**src/rtl/window_motor_drv.sv**
```systemverilog
// Power-window motor driver: dead-time sequenced open/close with limit and dual-limit fault handling.
// Optional motion timeout fault enabled by defining WINDOW_MOTOR_TIMEOUT_EN.
module window_motor_drv #(
    parameter int DEAD_CYCLES    = 4,
    parameter int TIMEOUT_CYCLES = 1000
) (
    input  logic CLK,
    input  logic RST,
    input  logic OPEN_CW,
    input  logic CLOSE_CW,
    input  logic LIM_OPEN,
    input  logic LIM_CLOSED,
    output logic MOTOR_UP,
    output logic MOTOR_DN,
    output logic BUSY,
    output logic FAULT
);

    localparam int CMAX = (DEAD_CYCLES > TIMEOUT_CYCLES) ? DEAD_CYCLES : TIMEOUT_CYCLES;
    localparam int CW   = $clog2(CMAX + 1);
    localparam logic [CW-1:0] DEAD_LAST = CW'(DEAD_CYCLES - 1);
    localparam logic [CW-1:0] CNT_SAT   = CW'(CMAX);
`ifdef WINDOW_MOTOR_TIMEOUT_EN
    localparam logic [CW-1:0] TO_LAST   = CW'(TIMEOUT_CYCLES - 1);
`endif

    typedef enum logic [2:0] {
        S_IDLE    = 3'd0,
        S_DEAD    = 3'd1,
        S_OPENING = 3'd2,
        S_CLOSING = 3'd3,
        S_FAULT   = 3'd4
    } state_e;

    state_e          state_q, state_d;
    logic            dir_up_q, dir_up_d;
    logic [CW-1:0]   cnt_q, cnt_d;
    logic            up_q, dn_q, busy_q, fault_q;
    logic            up_d, dn_d, busy_d, fault_d;

    logic open_req, close_req, dual_lim;
    assign open_req  = OPEN_CW & ~CLOSE_CW;
    assign close_req = CLOSE_CW & ~OPEN_CW;
    assign dual_lim  = LIM_OPEN & LIM_CLOSED;

    always_ff @(posedge CLK or negedge RST) begin
        if (!RST) begin
            state_q  <= S_IDLE;
            dir_up_q <= 1'b1;
            cnt_q    <= '0;
            up_q     <= 1'b0;
            dn_q     <= 1'b0;
            busy_q   <= 1'b0;
            fault_q  <= 1'b0;
        end else begin
            state_q  <= state_d;
            dir_up_q <= dir_up_d;
            cnt_q    <= cnt_d;
            up_q     <= up_d;
            dn_q     <= dn_d;
            busy_q   <= busy_d;
            fault_q  <= fault_d;
        end
    end

    always_comb begin
        state_d  = state_q;
        dir_up_d = dir_up_q;
        case (state_q)
            S_IDLE: begin
                if (open_req && !LIM_OPEN) begin
                    state_d  = S_DEAD;
                    dir_up_d = 1'b1;
                end else if (close_req && !LIM_CLOSED) begin
                    state_d  = S_DEAD;
                    dir_up_d = 1'b0;
                end
            end
            S_DEAD: begin
                if (cnt_q == DEAD_LAST)
                    state_d = dir_up_q ? S_OPENING : S_CLOSING;
            end
            S_OPENING: begin
                // Reversal wins over the limit reached in the same cycle.
                if (close_req && !LIM_CLOSED) begin
                    state_d  = S_DEAD;
                    dir_up_d = 1'b0;
                end else if (LIM_OPEN) begin
                    state_d = S_IDLE;
                end
`ifdef WINDOW_MOTOR_TIMEOUT_EN
                else if (cnt_q == TO_LAST) begin
                    state_d = S_FAULT;
                end
`endif
            end
            S_CLOSING: begin
                if (open_req && !LIM_OPEN) begin
                    state_d  = S_DEAD;
                    dir_up_d = 1'b1;
                end else if (LIM_CLOSED) begin
                    state_d = S_IDLE;
                end
`ifdef WINDOW_MOTOR_TIMEOUT_EN
                else if (cnt_q == TO_LAST) begin
                    state_d = S_FAULT;
                end
`endif
            end
            S_FAULT: state_d = S_FAULT;
            default: state_d = S_IDLE;
        endcase
        if (state_q != S_FAULT && dual_lim)
            state_d = S_FAULT;
        // Counter restarts on each state entry and saturates instead of wrapping.
        if (state_d != state_q)
            cnt_d = '0;
        else if (cnt_q == CNT_SAT)
            cnt_d = cnt_q;
        else
            cnt_d = cnt_q + CW'(1);
    end

    always_comb begin
        up_d    = 1'b0;
        dn_d    = 1'b0;
        busy_d  = 1'b0;
        fault_d = 1'b0;
        case (state_d)
            S_DEAD:    busy_d = 1'b1;
            S_OPENING: begin up_d = 1'b1; busy_d = 1'b1; end
            S_CLOSING: begin dn_d = 1'b1; busy_d = 1'b1; end
            S_FAULT:   fault_d = 1'b1;
            default:   ;
        endcase
    end

    assign MOTOR_UP = up_q;
    assign MOTOR_DN = dn_q;
    assign BUSY     = busy_q;
    assign FAULT    = fault_q;

endmodule

```
**config.mk**
```make
export PLATFORM = sky130hd
export DESIGN_NAME = window_motor_drv
export DESIGN_NICKNAME = d
export VERILOG_FILES = /design/src/rtl/window_motor_drv.sv
export SDC_FILE = /design/constraint.sdc
export NUM_CORES = 1
export LEC_CHECK = 0
export BUFFER_PORTS_ARGS = -buffer_cell sky130_fd_sc_hd__buf_2
export CORE_AREA = 4 4 55 57
export CTS_CLUSTER_DIAMETER = 200
export DETAILED_ROUTE_END_ITERATION = 6
export DIE_AREA = 0 0 59 61
export SLEW_MARGIN = 20
export SYNTH_ARGS = -nofsm -noshare
export SYNTH_HDL_FRONTEND = slang
export SYNTH_SLANG_ARGS = --single-unit
```
**constraint.sdc**
```tcl
create_clock -name CLK -period 1.53 [get_ports CLK]
set_input_delay 0.153 -clock CLK [delete_from_list [all_inputs] [get_ports CLK]]
set_output_delay 0.153 -clock CLK [all_outputs]
set_load 0.01 [all_outputs]
```
## Yosys cells after proc, flatten, opt, wreduce, memory -nomap -nowiden

Cells that the tools add are included.

| operators by class | value |
|---|---|
| add/sub/neg operators | 1 |
| eq/ne operators | 14 |
| multiplexer cells | 20 |
| bitwise logic cells | 5 |
| reductions and logical operators | 9 |

Operators with widths:

| operator | number |
|---|---|
| $mux W3 | 8 |
| $mux W10 | 2 |
| $pmux W3 S5 | 1 |
| $eq A3 B2 Y1 const B | 4 |
| $add A10 B1 Y10 const B | 1 |
| $eq A10 B10 Y1 const B | 1 |
| $eq A10 B2 Y1 const B | 1 |
| $mux W1 | 8 |
| $eq A3 B1 Y1 const B | 2 |
| $eq A3 B3 Y1 const B | 2 |
| $ne A2 B2 Y1 const B | 2 |
| $and A1 B1 Y1 | 3 |
| $logic_and A1 B1 Y1 | 3 |
| $logic_not A3 Y1 | 1 |
| $ne A3 B3 Y1 | 1 |
| $ne A3 B3 Y1 const B | 1 |
| $pmux W1 S3 | 1 |
| $reduce_bool A3 Y1 | 1 |
| $reduce_or A3 Y1 | 1 |
| $logic_not A1 Y1 | 2 |
| $not A1 Y1 | 2 |
| $reduce_and A2 Y1 | 1 |

| storage, ports and cells | value |
|---|---|
| bits in registers | 18 |
| bits of input ports | 6 |

## Longest topological paths before layout

| logic depth | value |
|---|---|
| depth in word-level cells | 10 |
| mapped depth | 6 |
| mapped depth without buffers | 6 |

## Least setup slack after synthesis

Ideal clock, no wire load.

| timing path | value |
|---|---|
| path kind | flip-flop to flip-flop |
| start | reg state_q[1] |
| end | reg cnt_q[0] |
| library setup time | 140 ps |
| arrival time | 1477 ps |
| data required time | 1390 ps |
| setup slack | -87 ps |
| stages on the path, launching flop included | 6 |
| path buffers | 1 |
| path through | dfrtp_1 > or4b_1 > a21oi_2 > a21bo_1 > buf_6 > nor3_1 |

| on the way | value |
|---|---|
| cells in the longest elaborated chain, start to end | 6 |
| elaborated cells on any way between the ends | 19 |
| classes of those cells | eq/ne: 7; mux: 10; reduce/logical: 2 |

RTL lines:

| item | line | RTL |
|---|---|---|
| start, declared | 35 | `state_e state_q, state_d;` |
| start signal, assigned | 56 | `state_q <= state_d;` |
| $mux W3, on equally long branches | 101, 74, 88 |  |
| $mux W3, on equally long branches | 98, 71, 85 |  |
| $pmux W3 S5 | 69 | `case (state_q)` |
| $mux W3 | 113 | `if (state_q != S_FAULT && dual_lim)` |
| $ne A3 B3 Y1 (*) | 116 | `if (state_d != state_q)` |
| $ne A2 B2 Y1 (no source line) or $mux W10 (tied branches) | -- |  |
| end signal, assigned | 58 | `cnt_q <= cnt_d;` |
| end, declared | 37 | `logic [CW-1:0] cnt_q, cnt_d;` |

Every way passes the cells marked *; elsewhere a longest branch is shown, timed or not.
A chain may end at the register's enable or synchronous reset.

## Worst setup path after layout

| timing path | value |
|---|---|
| start | reg state_q[1] |
| end | reg dn_q, in the netlist MOTOR_DN |

| on the way | value |
|---|---|
| cells in the longest elaborated chain, start to end | 6 |
| elaborated cells on any way between the ends | 18 |
| classes of those cells | eq/ne: 6; mux: 10; reduce/logical: 2 |

RTL lines:

| item | line | RTL |
|---|---|---|
| $mux W3, on equally long branches | 101, 74, 88 |  |
| $mux W3, on equally long branches | 98, 71, 85 |  |
| $pmux W3 S5 | 69 |  |
| $mux W3 (*) | 113 |  |
| $eq A3 B2 Y1 (*) | 129 | `case (state_d)` |
| $mux W1 (*) | 129 |  |
| via dn_d | 39 | `logic up_d, dn_d, busy_d, fault_d;` |
| end signal, assigned | 60 | `dn_q <= dn_d;` |
| end, declared | 38 | `logic up_q, dn_q, busy_q, fault_q;` |

Mark *: on every way through the listed nets, which the timed path passes. The rest lies on a longest branch.

==> flow_summary.yaml <==
outcome:
  status: "finished, violations left"
  violations: "negative setup slack"
power_and_ir_drop:
  p_leak_nw: 0.630
  vdd_ir_drop_max_mv: 0.730
  power_mw: 1.60
  p_per_area_nw_per_um2: 1160
finish:
  fin_nets: 144
  final_area_sq_um: 1380
  final_cells: 165
  num_antenna_cells: 0
  drive_gt1_share_pct: 37.0
  post-route-util_pct: 55.8
  area_growth_pct: 29.5
timing:
  rsz0062_at_grt: "yes"
  final_hold_viol_count: 0
  min_period_ns: 1.57
  tightest_slew_ns: 0.652
  relSlewSlack_pct: 56.4
  finalSetupTns_ns: -0.111
  finClkSkew_ns: 0.00611
  holdWs_ns: 0.209
  setup_viol_count_final: 5
  timing.final.ws_setup_ns: -0.0410
  maxClockFrequency_mhz: 637
  min_period_over_period_pct: 103
  finalMaxSlewViolations: 0
clocking:
  clk_pin_slew_ns: 0.11
  cts_root_buf: "clkbuf_4"
  cts_tree: "done"
  cts_made_buffers: 3
  cts_max_level: 1
  cts_sinks: 18
  worstSkewPairLatency_ns: 0.30
  cts.path.max_buffers: 2
yosys:
  yosys.area.top_type: "dfrtp_1"
  yosysUniqueCellTypes: 43
  syn_inst: 109
  synthesis.nets: 117
  yosysMostFrequentCell: "dfrtp_1"
  synth_top_flop_cell: "dfrtp_1"
  syn_area_sq_um: 1070
  synth_edf_count: 0
  synth-seq-cells: 18
  async_flop_share_pct: 100
  yosysSeqAreaShare_pct: 42.3
  syn_avg_cell_area_sq_um: 9.79
  synth_commonest_cells: "17 x dfrtp_1, 10 x nor3_1, 9 x nand2_1"
  ys_warn_count: 0
  yosys-top-cells-area: "dfrtp_1 40%, xor2_1 5.7%, nor3_1 4.7%"
  yosysTopAreaCellShare_pct: 39.9
die:
  std_cell_rows: 18
  die_height_microns: 61
  start_util_pct: 43.1
  pin_count: 10
  dieWidth_microns: 59
  core_area_sq_um: 2480
  die-area_sq_um: 3600
global_routing:
  grt_util_all_layers_pct: 15.7
  use_met3_pct: 2.34
  grt_use_met2_pct: 26.2
  met1_usage_pct: 20.2
  grt_pass1_wl_mm: 4.14
  grt_pass1_vias: 883
  antenna_found_initial: 0
  overflow: 0
  grt_max_degree: 19
  grt-busiest-layer: "met2"
place:
  portBuffers: 9
  placed_area_sq_um: 1230
  dp_hpwl_mm: 1.82
  dp.cells: 158
  pre_cts_slack_ns: -0.0576
  routabilityCongestion: 0.810
setup_path:
  crit_chain: "or4b_4, a21oi_4, buf_6, o21ai_4, a221oi_2"
  path_max_fanout: 3
  r2r_end: "MOTOR_DN"
  slowest_stage: "or4b_4"
  r2r_start: "state_q[1]"
  cpPeakStageDelay_ns: 0.50
  cp.arrival_ns: 1.79
  crit_required_ns: 1.75
  endpoint_kind: "register"
  rr_worst_depth: 5
  cp-start-kind: "register"
  r2r_setup_slack_ns: -0.04
  critPathLaunch: "state_q[1]"
  path_class: "reg2reg"
min_path:
  hold_path_class: "in2reg"
  min_to: "dir_up_q"
  worstHoldStart: "CLOSE_CW"
  hold_depth: 3
flow_run:
  maxCapViolCount: 0
detailed_routing:
  drt_iter0_drc: 21
  avgRoutedWirePerCell_microns: 15.6
  drt-total-wl_mm: 2.57
  firstDrtPassIters: 4
  antenna_left: 0
  routed_via_density: 5.72
  drc_errors: 0
  num_vias: 943
sequential cells by signal, indices dropped and copies added, names as in the netlist:
name / flops
FAULT: 1
MOTOR_DN: 1
MOTOR_UP: 1
dir_up_q: 1
state_q: 3
cnt_q: 10
BUSY: 1
metal layers:
metal | part of all wire, % | vias to the layer above
li1 | - | 457
met3 | 2.8 | 5
met5 | 0 | -
met1 | 46 | 468
met2 | 49 | 13
met4 | 1.6 | 0
final cells by class:
class	count	area, sq um
flip-flops and latches	18	452
inverters	5	18.8
clock buffers	4	36.3
repair buffers	24	168
multi-input cells	84	671
fillers	225	1090
well taps	30	37.5
power breakdown:
group,switching (mW),leakage [nW],total (mW),internal [mW]
clock network,0.154,0.0210,0.299,0.145
registers,0.113,0.232,0.694,0.581
logic,0.317,0.377,0.607,0.291
total,0.584,0.630,1.60,1.02
placed cells by master, fill, tap and decap left out, types with 3 or more instances in the layout:
cell type  instances
dfrtp_1           17
buf_4             12
nand2_1            9
buf_2              9
a21oi_1            7
nor3_2             7
xor2_1             7
inv_1              5
nand3_1            5
nor2_1             3
and4_1             3
nand4_1            3
nor3_1             3
clkbuf_4           3
worst max-delay path by stage:
stage | end | slack (ns) | cells past startpoint
2_1_floorplan | cnt_q[1] | -0.02 | 6
3_3_place_gp | cnt_q[3] | -0.04 | 4
3_5_place_dp | cnt_q[7] | -0.06 | 4
4_1_cts | cnt_q[3] | -0.02 | 4
5_1_grt | MOTOR_DN | -0.11 | 5
6_report | MOTOR_DN | -0.04 | 5
critical path: cells and delay by family (launching register included):
family,cells,cell delay (ns)
AND/OR/NAND/NOR,1,0.50
buffers and inverters,1,0.14
flip-flops,1,0.39
AO/OA/AOI/OAI,3,0.47
cell families after synthesis:
family | synth area share [%]
xor gates and xnor gates | 6.57
buffers and inverters | 4.34
muxes | 0.938
DFF | 42.3
and+or+nand+nor | 25.7
adders and majority gates | 2.34
AOI/OAI and AO/OA | 17.8
timing repair:
item	CTS	global route
endpoints found under the hold margin	17	0
resized for setup	7	11
endpoints found under the setup margin	12	14
hold buffers	1	0
setup buffers	0	1
pin swaps	0	5
gates cloned	0	1
(Power assumes the default switching activity.)
